==> config.mk <==
export PLATFORM = sky130hd
export DESIGN_NAME = class_vec_seq_ctrl
export DESIGN_NICKNAME = d
export VERILOG_FILES = /design/src/rtl/class_vec_seq_ctrl.sv
export SDC_FILE = /design/constraint.sdc
export NUM_CORES = 1
export LEC_CHECK = 0
export CAP_MARGIN = 15
export CORE_MARGIN = 2
export CORE_UTILIZATION = 40
export CTS_CLUSTER_DIAMETER = 60
export DETAILED_ROUTE_END_ITERATION = 12
export HOLD_SLACK_MARGIN = 0.02
export PLACE_DENSITY = 0.79
export SYNTH_ARGS = -nofsm -noshare
export SYNTH_HDL_FRONTEND = slang
export SYNTH_SLANG_ARGS = --single-unit
==> constraint.sdc <==
create_clock -name clk -period 1.7 [get_ports clk]
set_input_delay 0.255 -clock clk [delete_from_list [all_inputs] [get_ports clk]]
set_output_delay 0.255 -clock clk [all_outputs]
set_load 0.1 [all_outputs]
==> src/rtl/class_vec_seq_ctrl.sv <==
// Class hypervector sequencer: sweeps the generator ROM by (frame_id, frame_index) and
// streams each chunk over ready/valid. Define CLASS_SEQ_FRAME_MAJOR_EN for frame-major order.
module class_vec_seq_ctrl #(
    parameter int DI_PARALLEL_W_BITS = 64,
    parameter int NUM_CLASSES        = 8,
    parameter int NUM_FRAMES         = 3,
    parameter int CLASS_ID_W         = 3,
    parameter int FRAME_IDX_W        = 2
) (
    input  logic                          clk,
    input  logic                          rst,
    input  logic                          start_i,
    input  logic                          abort_i,
    output logic                          busy_o,
    output logic                          done_o,
    output logic [CLASS_ID_W-1:0]         frame_id_o,
    output logic [FRAME_IDX_W-1:0]        frame_index_o,
    input  logic [DI_PARALLEL_W_BITS-1:0] class_vec_i,
    output logic                          m_valid_o,
    input  logic                          m_ready_i,
    output logic [DI_PARALLEL_W_BITS-1:0] m_data_o,
    output logic [CLASS_ID_W-1:0]         m_class_id_o,
    output logic [FRAME_IDX_W-1:0]        m_frame_idx_o,
    output logic                          m_last_frame_o,
    output logic                          m_last_o
);

    typedef enum logic [1:0] {
        ST_IDLE  = 2'd0,
        ST_RUN   = 2'd1,
        ST_DRAIN = 2'd2
    } state_t;

    localparam logic [CLASS_ID_W-1:0]  LP_LAST_CLS = CLASS_ID_W'(NUM_CLASSES - 1);
    localparam logic [FRAME_IDX_W-1:0] LP_LAST_FRM = FRAME_IDX_W'(NUM_FRAMES - 1);

    state_t                          r_state;
    logic [CLASS_ID_W-1:0]           r_cls;
    logic [FRAME_IDX_W-1:0]          r_frm;
    logic                            r_busy;
    logic                            r_done;
    logic                            r_valid;
    logic [DI_PARALLEL_W_BITS-1:0]   r_data;
    logic [CLASS_ID_W-1:0]           r_beat_cls;
    logic [FRAME_IDX_W-1:0]          r_beat_frm;
    logic                            r_last_frame;
    logic                            r_last;

    logic                            w_at_last_cls;
    logic                            w_at_last_frm;
    logic                            w_at_end;
    logic                            w_load;
    logic                            w_hs;
    logic [CLASS_ID_W-1:0]           w_cls_nxt;
    logic [FRAME_IDX_W-1:0]          w_frm_nxt;

    assign w_at_last_cls = (r_cls == LP_LAST_CLS);
    assign w_at_last_frm = (r_frm == LP_LAST_FRM);
    assign w_at_end      = w_at_last_cls & w_at_last_frm;
    assign w_load        = ~r_valid | m_ready_i;
    assign w_hs          = r_valid & m_ready_i;

    // NOTE: every signal assigned in always_comb gets a default first, so no path leaves it
    // unassigned and no latch is inferred.
    always_comb begin
        w_cls_nxt = r_cls;
        w_frm_nxt = r_frm;
`ifdef CLASS_SEQ_FRAME_MAJOR_EN
        if (w_at_last_cls) begin
            w_cls_nxt = '0;
            w_frm_nxt = r_frm + 1'b1;
        end else begin
            w_cls_nxt = r_cls + 1'b1;
        end
`else
        if (w_at_last_frm) begin
            w_frm_nxt = '0;
            w_cls_nxt = r_cls + 1'b1;
        end else begin
            w_frm_nxt = r_frm + 1'b1;
        end
`endif
    end

    // NOTE: sequential state uses non-blocking assignments only, so every register samples
    // pre-edge values regardless of statement order.
    always_ff @(posedge clk) begin
        if (rst) begin
            r_state      <= ST_IDLE;
            r_cls        <= '0;
            r_frm        <= '0;
            r_busy       <= 1'b0;
            r_done       <= 1'b0;
            r_valid      <= 1'b0;
            r_data       <= '0;
            r_beat_cls   <= '0;
            r_beat_frm   <= '0;
            r_last_frame <= 1'b0;
            r_last       <= 1'b0;
        end else begin
            r_done <= 1'b0;
            // Abort wins over any handshake in flight and never produces done.
            if (r_state != ST_IDLE && abort_i) begin
                r_state <= ST_IDLE;
                r_busy  <= 1'b0;
                r_valid <= 1'b0;
                r_cls   <= '0;
                r_frm   <= '0;
            end else begin
                case (r_state)
                    ST_IDLE: begin
                        if (start_i && !abort_i) begin
                            r_state <= ST_RUN;
                            r_busy  <= 1'b1;
                            r_cls   <= '0;
                            r_frm   <= '0;
                        end
                    end
                    ST_RUN: begin
                        if (w_load) begin
                            r_data       <= class_vec_i;
                            r_beat_cls   <= r_cls;
                            r_beat_frm   <= r_frm;
                            r_last_frame <= w_at_last_frm;
                            r_last       <= w_at_end;
                            r_valid      <= 1'b1;
                            if (w_at_end) begin
                                r_state <= ST_DRAIN;
                                r_cls   <= '0;
                                r_frm   <= '0;
                            end else begin
                                r_cls <= w_cls_nxt;
                                r_frm <= w_frm_nxt;
                            end
                        end
                    end
                    ST_DRAIN: begin
                        if (w_hs) begin
                            r_valid <= 1'b0;
                            r_done  <= 1'b1;
                            r_busy  <= 1'b0;
                            r_state <= ST_IDLE;
                        end
                    end
                    default: begin
                        r_state <= ST_IDLE;
                        r_busy  <= 1'b0;
                        r_valid <= 1'b0;
                    end
                endcase
            end
        end
    end

    assign busy_o         = r_busy;
    assign done_o         = r_done;
    assign frame_id_o     = r_cls;
    assign frame_index_o  = r_frm;
    assign m_valid_o      = r_valid;
    assign m_data_o       = r_data;
    assign m_class_id_o   = r_beat_cls;
    assign m_frame_idx_o  = r_beat_frm;
    assign m_last_frame_o = r_last_frame;
    assign m_last_o       = r_last;

endmodule

==> impl_results.md, run 1 <==
- Final setup vio count: 0
- Maxcap violations: 0
- Area share of the largest cell type after synthesis: a little over half
- CTS sink count: 81
- Wire per inst: 14.2 um
- Worst-Margin Slew: 427 ps
- Largest cells by area after synthesis: dfxtp_1 53%, nand2_1 18%, a21oi_1 13%
- Min-delay worst type: primary input to flop
- Clock buffer count from CTS: 9
- Status: completed
- Post-Layout Cell Count: 615
- Required @ worst endpoint: roughly 1900 ps
- Sequential fraction of the synthesis area: a little over half
- Clock-pin slew of the registers on the worst-case setup and hold paths: 70 ps
- Pin count of the biggest net entering global routing: 43
- Synthesis-to-layout area growth: 82.3%
- Core Box Area: 0.00733 mm^2
- Cell Chain, Critical Path: nand2b_4 > or3_2 > buf_12 > nand2_1 > a21oi_1
- Synth unique cells: 30
- # hold bufs at CTS: 0
- Via/cell ratio: 4.79
- WS Path Type: flop to flop
- Die area: about 0.0084 mm^2
- Overflow after GRT: 0
- Clock Tree Root: clkbuf_8
- Synth Net Count: 439
- Fraction of registers with async set/reset: 0%
- Tcrit/Tclk final: 94.7%
- Clock latency on the worst-skew pair: 330 ps
- Initial Util: 41.7%
- CP max stage cell: or3_2
- Mapped cell area: 0.00306 mm^2
- Total global-route track usage: 21.3%
- Hold_ws: 298 ps
- R2r setup slk: 90 ps
- CP arrival: 1810 ps
- Post-synthesis cell count: 368
- Fin worst setup slack: between 90 and 100 ps
- # port buffers: 147
- Die W: between 90 and 100 um
- Worst vdd ir: ~0.00055 V
- TritonCTS clock tree: built
- Final Hold Viols: 0
- Share of cells above drive strength 1: 22.9%
- Clock Skew: around 9.3 ps
- Pre-antenna DRT Iters: 4
- Pins over their slew limit: 0
- RSZ-0062 raised after global routing: no
- Ant. Diodes: 0
- Yosys warns: 0
- EDFF count, synth: 0
- Total Wirelength: 8760 um
- Iter 0 DRT Violations: 72
- Max-slew headroom: 71.5%
- DRC: 0
- Vias: 2945
- Post-route ant nets: 0
- Crit. End Element: flop
- Final min period: 1610 ps
- Row Count: 31
- Main flop type after synthesis: dfxtp_1
- Leak: 2.05 nW
- I/O pins: 148
- Initial antenna violation count: 0
- Power per standard cell area: 802 mW/mm^2
- Chip Height: between 90 and 100 um
- Deepest clock path buffer count: 2
- Pre-CTS setup slack: -168 ps
- FMAX: 621 MHz
- Post-Route Utilization: 76.0%
- First-pass GRT wire length: 14200 um
- Avg Cell Area, Syn: around 8.3 um^2
- Synth top cells by count: 147 x nand2_1, 81 x dfxtp_1, 78 x a21oi_1
- Final HPWL DP: roughly 6600 um
- Final Power: 0.00447 W
- H-tree Lvls: 3
- Vias in the first global route: 2926
- CP Max Fanout: 40
- DP Cell Count: 599
- Post_cts resized: 0
- Post-synth top area cell: dfxtp_1
- Most frequent cell after synthesis: nand2_1
- Flop and latch count out of synthesis: 81
- Critical Path Start Type: flop
- WP buf/inv: 1
- Final nets: 582
- Largest stage delay on the critical path: roughly 500 ps
- # Post-CTS Setup Buffers: 0
- Top delay family on crit path: simple AND/OR/NAND/NOR gates
- GP Congestion: ~0.8
-- placed cells by master, fill, tap and decap left out, types with 2 or more instances in the layout --
cell type / instances
buf_12: 83
clkbuf_1: 2
nand2_1: 147
clkdlybuf4s50_1: 67
o21ai_0: 4
dfxtp_2: 5
a21oi_1: 78
nor2_1: 3
mux2i_1: 4
nor2b_1: 2
buf_4: 8
dfxtp_1: 75
clkbuf_8: 11
nand3b_1: 2
ha_1: 2
-- layout make-up --
cell class	count	area (um^2)
Clock inverter	3	47.5
Sequential cell	81	1630
Timing Repair Buffer	159	2400
Clock buffer	13	159
Tap cell	99	124
Multi-Input combinational cell	259	1210
Fill cell	493	1760
Inverter	1	3.75
-- power breakdown --
group / switching (W) / internal (W)
sequential: 0.0000682 / 0.00196
combinational: 0.000598 / 0.000424
clock: 0.000654 / 0.000769
-- per-layer routing --
metal  vias to the layer above  wire length [um]  GRT usage (%)
met5                         -                 0              0
met4                         0               111           6.19
met3                        12               600           6.39
met2                       107              4590           38.5
met1                      1346              3460           24.0
li1                       1480                 -              -
-- cell families after synthesis --
group                      Yosys count  synth area share [%]
muxes                                4                  1.31
adders and majority gates            2                 0.819
buffers and inverters               28                  7.45
and+or+nand+nor                    169                  23.5
DFF                                 81                  53.0
AOI/OAI and AO/OA                   84                  13.9
-- metrics by stage --
| stage | cell area, um^2 | setup TNS [ps] |
|---|---|---|
| after floorplan | 3070 | 0 |
| after global placement | 5370 | -6310 |
| after detailed placement | 5370 | -8770 |
| after CTS | 5570 | 0 |
| after global routing | 5570 | 0 |
| final | 5570 | 0 |
-- registers in the layout, summed over array words and instances (netlist names) --
name,count
done_o,1
frame_id_o,3
m_frame_idx_o,2
m_last_frame_o,1
r_state,2
frame_index_o,2
busy_o,1
m_last_o,1
m_data_o,64
m_valid_o,1
m_class_id_o,3
-- worst register-to-register path, cell delays in order (launching register included) --
cell and delay (ps):
dfxtp_1 480, nand2b_4 120, or3_2 500, buf_12 210, nand2_1 110, a21oi_1 80
-- path summary, 6_finish.rpt --
kind / start / endpoint / cells past startpoint
max: r_state[0]$_SDFFE_PP0P_ / m_frame_idx_o[0]$_SDFFE_PP0P_ / 5
min reg2reg: m_data_o[6]$_SDFFE_PP0P_ / m_data_o[6]$_SDFFE_PP0P_ / 2
max reg2reg: r_state[0]$_SDFFE_PP0P_ / m_frame_idx_o[0]$_SDFFE_PP0P_ / 5
min: rst / frame_id_o[1]$_SDFFE_PP0P_ / 4
Note: power is estimated with default switching activity, not from simulation.
==> inputs of run 2 (changes only) <==
- SETUP_SLACK_MARGIN: not set -> 0.15
==> run 2 against run 1 <==
Effect of this change: total power is 1.8% lower; highest routed layer unchanged; global-route usage increased by 0.68 points; sequential share of layout area shrank 0.22 points; die area unchanged; hold slack got worse by 4.7 ps; largest power group unchanged; maximum frequency grew 5.4%; register-to-register slack better by 80 ps; core utilization grew 0.94 points; final cell count up 0.65%; critical path depth is 2 higher; clock skew decreased by 2.4 ps.
==> impl_results.md, run 2 (synthesized netlist as in run 1, its figures left out) <==
- Post-route ant nets: 0 (unchanged)
- WP buf/inv: 3 (+2)
- # hold bufs at CTS: 0 (unchanged)
- Largest stage delay on the critical path: 370 ps (-130 ps)
- Multi-input logic area: 0.00122 mm^2 (+1.1%)
- Chip Height: 91.4 um (unchanged)
- Most common cell after layout, fill and taps aside: nand2_1
- TNS Setup: 0 ps (unchanged)
- Leak: 2.08 nW (+1.7%)
- Max reg flops: 64 (unchanged)
- Initial Util: 41.7% (unchanged)
- DRC: 0 (unchanged)
- Required @ worst endpoint: 1980 ps (+80 ps)
- Maxcap violations: 0 (unchanged)
- Final HPWL DP: 6800 um (+3.7%)
- Worst-Margin Slew: 421 ps (-6.22 ps)
- Final min period: 1530 ps (-83.2 ps)
- Status: completed
- CP arrival: 1800 ps (about the same)
- Iter 0 DRT Violations: 102 (+42%)
- Tcrit/Tclk final: 89.8% (-4.9 points)
- Final Hold Viols: 0 (unchanged)
- Clock latency on the worst-skew pair: 350 ps (+20 ps)
- Pre-antenna DRT Iters: 5 (+1)
- Die W: 91.4 um (unchanged)
- Vias: 3022 (+2.6%)
- Crit. End Element: flop
- CP max stage cell: dfxtp_4
- Total global-route track usage: 22.0% (+0.68 points)
- Die area: 0.00836 mm^2 (unchanged)
- Final nets: 586 (+0.69%)
- FMAX: 655 MHz (+5.4%)
- Core Box Area: 0.00733 mm^2 (unchanged)
- Pre-CTS setup slack: -229 ps (-61.1 ps)
- Fillers: 480 (-2.6%)
- R2R depth: 7 (+2)
- Hold Startpoint: rst
- Power per standard cell area: 778 mW/mm^2 (-3.0%)
- Max-slew headroom: 71.9% (+0.41 points)
- Wire per inst: 15.5 um (+8.9%)
- CP Max Fanout: 29 (-28%)
- Final setup vio count: 0 (unchanged)
- Ant. Diodes: 0 (unchanged)
- Fin worst setup slack: 173 ps (+83.2 ps)
- Total Wirelength: 9610 um (+9.6%)
- Row Count: 31 (unchanged)
- Clock Tree Root: clkbuf_8
- RR Endpoint: m_data_o[35]$_SDFFE_PP0P_
- Vias in the first global route: 2982 (+1.9%)
- Hold endpoint: frame_id_o[2]$_SDFFE_PP0P_
- Post-Layout Cell Count: 619 (+0.65%)
- R2r setup slk: 170 ps (+80 ps)
- Final Power: 0.00439 W (-1.8%)
- Min-delay worst type: primary input to flop
- Pins over their slew limit: 0 (unchanged)
- Most frequent cells in the layout: 147 x nand2_1, 81 x buf_12, 78 x a21oi_1
- Initial antenna violation count: 0 (unchanged)
- WS Path Type: flop to flop
- TritonCTS clock tree: built
- Share of cells above drive strength 1: 24.0% (+1.2 points)
- WHS Path Cells: 4 (unchanged)
- Critical Path Start Type: flop
- RSZ-0062 raised after global routing: yes
- Top delay family on crit path: buffers and inverters
- Worst vdd ir: 0.000482 V (-12%)
- First-pass GRT wire length: 14600 um (+2.6%)
- Deepest clock path buffer count: 2 (unchanged)
- RR Startpoint: m_valid_o$_SDFFE_PP0P_
- DP Cell Count: 599 (unchanged)
- H-tree Lvls: 3 (unchanged)
- Clock buffer count from CTS: 9 (unchanged)
- Clock Skew: 6.85 ps (-2.44 ps)
- CP most frequent cell: buf_4
- Clock-pin slew of the registers on the worst-case setup and hold paths: 80 ps (about the same)
- Pin count of the biggest net entering global routing: 59 (+37%)
- Final Cell Area: 0.00564 mm^2 (+1.2%)
- GP Congestion: 0.808 (-1.1%)
- Via/cell ratio: 4.88 (+2.0%)
- CTS sink count: 81 (unchanged)
- Synthesis-to-layout area growth: 84.5%
- # port buffers: 147 (unchanged)
- I/O pins: 148 (unchanged)
- Cell Chain, Critical Path: nor2b_4 > buf_4 > nor3_4 > buf_4 > clkbuf_16 > nand2_1 > a21oi_1
- Placed Area: 0.00535 mm^2 (-0.23%)
- Overflow after GRT: 0 (unchanged)
- FF+latch area: 0.00164 mm^2 (+0.46%)
run 2: cell type report:
type                    instances  area share [%]
flip-flops and latches         81            29.1
inverters                       1          0.0665
clock inverters                 6           0.732
repair buffers                163            43.6
clock buffers                  10            2.64
multi-input cells             259            21.7
well taps                      99            2.20
run 2: routing by layer:
metal	vias up	GRT usage (%)	routed length (um)
met5	-	0	0
met4	0	7.07	150
met3	12	7.55	698
met2	114	40.7	5030
met1	1411	23.1	3730
li1	1485	-	-
run 2: what timing repair did:
| item | 4_1_cts | 5_1_grt |
|---|---|---|
| gates cloned | 0 | 3 |
| resized for setup | 2 | 3 |
| setup endpoints to repair | 5 | 33 |
| buffers inserted | 0 | 1 |
| pin swaps | 0 | 1 |
run 2: how the worst max path moves through the flow:
| stage | start | endpoint | slack (ps) | depth (start not counted) |
|---|---|---|---|---|
| final | m_valid_o$_SDFFE_PP0P_ | m_data_o[35]$_SDFFE_PP0P_ | 170 | 7 |
| after global routing | m_valid_o$_SDFFE_PP0P_ | m_data_o[18]$_SDFFE_PP0P_ | 120 | 7 |
| after CTS | m_valid_o$_SDFFE_PP0P_ | m_data_o[52]$_SDFFE_PP0P_ | 180 | 6 |
| after detailed placement | m_ready_i | m_data_o[28]$_SDFFE_PP0P_ | -230 | 6 |
| after global placement | m_ready_i | m_data_o[42]$_SDFFE_PP0P_ | -180 | 6 |
| after floorplan | m_valid_o$_SDFFE_PP0P_ | m_class_id_o[0]$_SDFFE_PP0P_ | 190 | 6 |
run 2: per-stage QoR:
| step | util (%) | hold slack (ps) |
|---|---|---|
| 6_report | 76.9 | 293 |
| 5_1_grt | 76.9 | 294 |
| 4_1_cts | 75.7 | 275 |
| 3_5_place_dp | 73.0 | 483 |
| 3_3_place_gp | 73.0 | 478 |
| 2_1_floorplan | - | 391 |
run 2: report_power, final:
part	switching [W]	total (W)	internal, W
clock network	0.000702	0.00132	0.000619
logic	0.000611	0.00105	0.000438
registers	0.0000662	0.00202	0.00195
run 2: worst register-to-register path, cell delays in order, from the launching register on:
cell       delay, ps
dfxtp_4          370
nor2b_4          130
buf_4            150
nor3_4           160
buf_4            200
clkbuf_16        240
nand2_1           70
a21oi_1          130
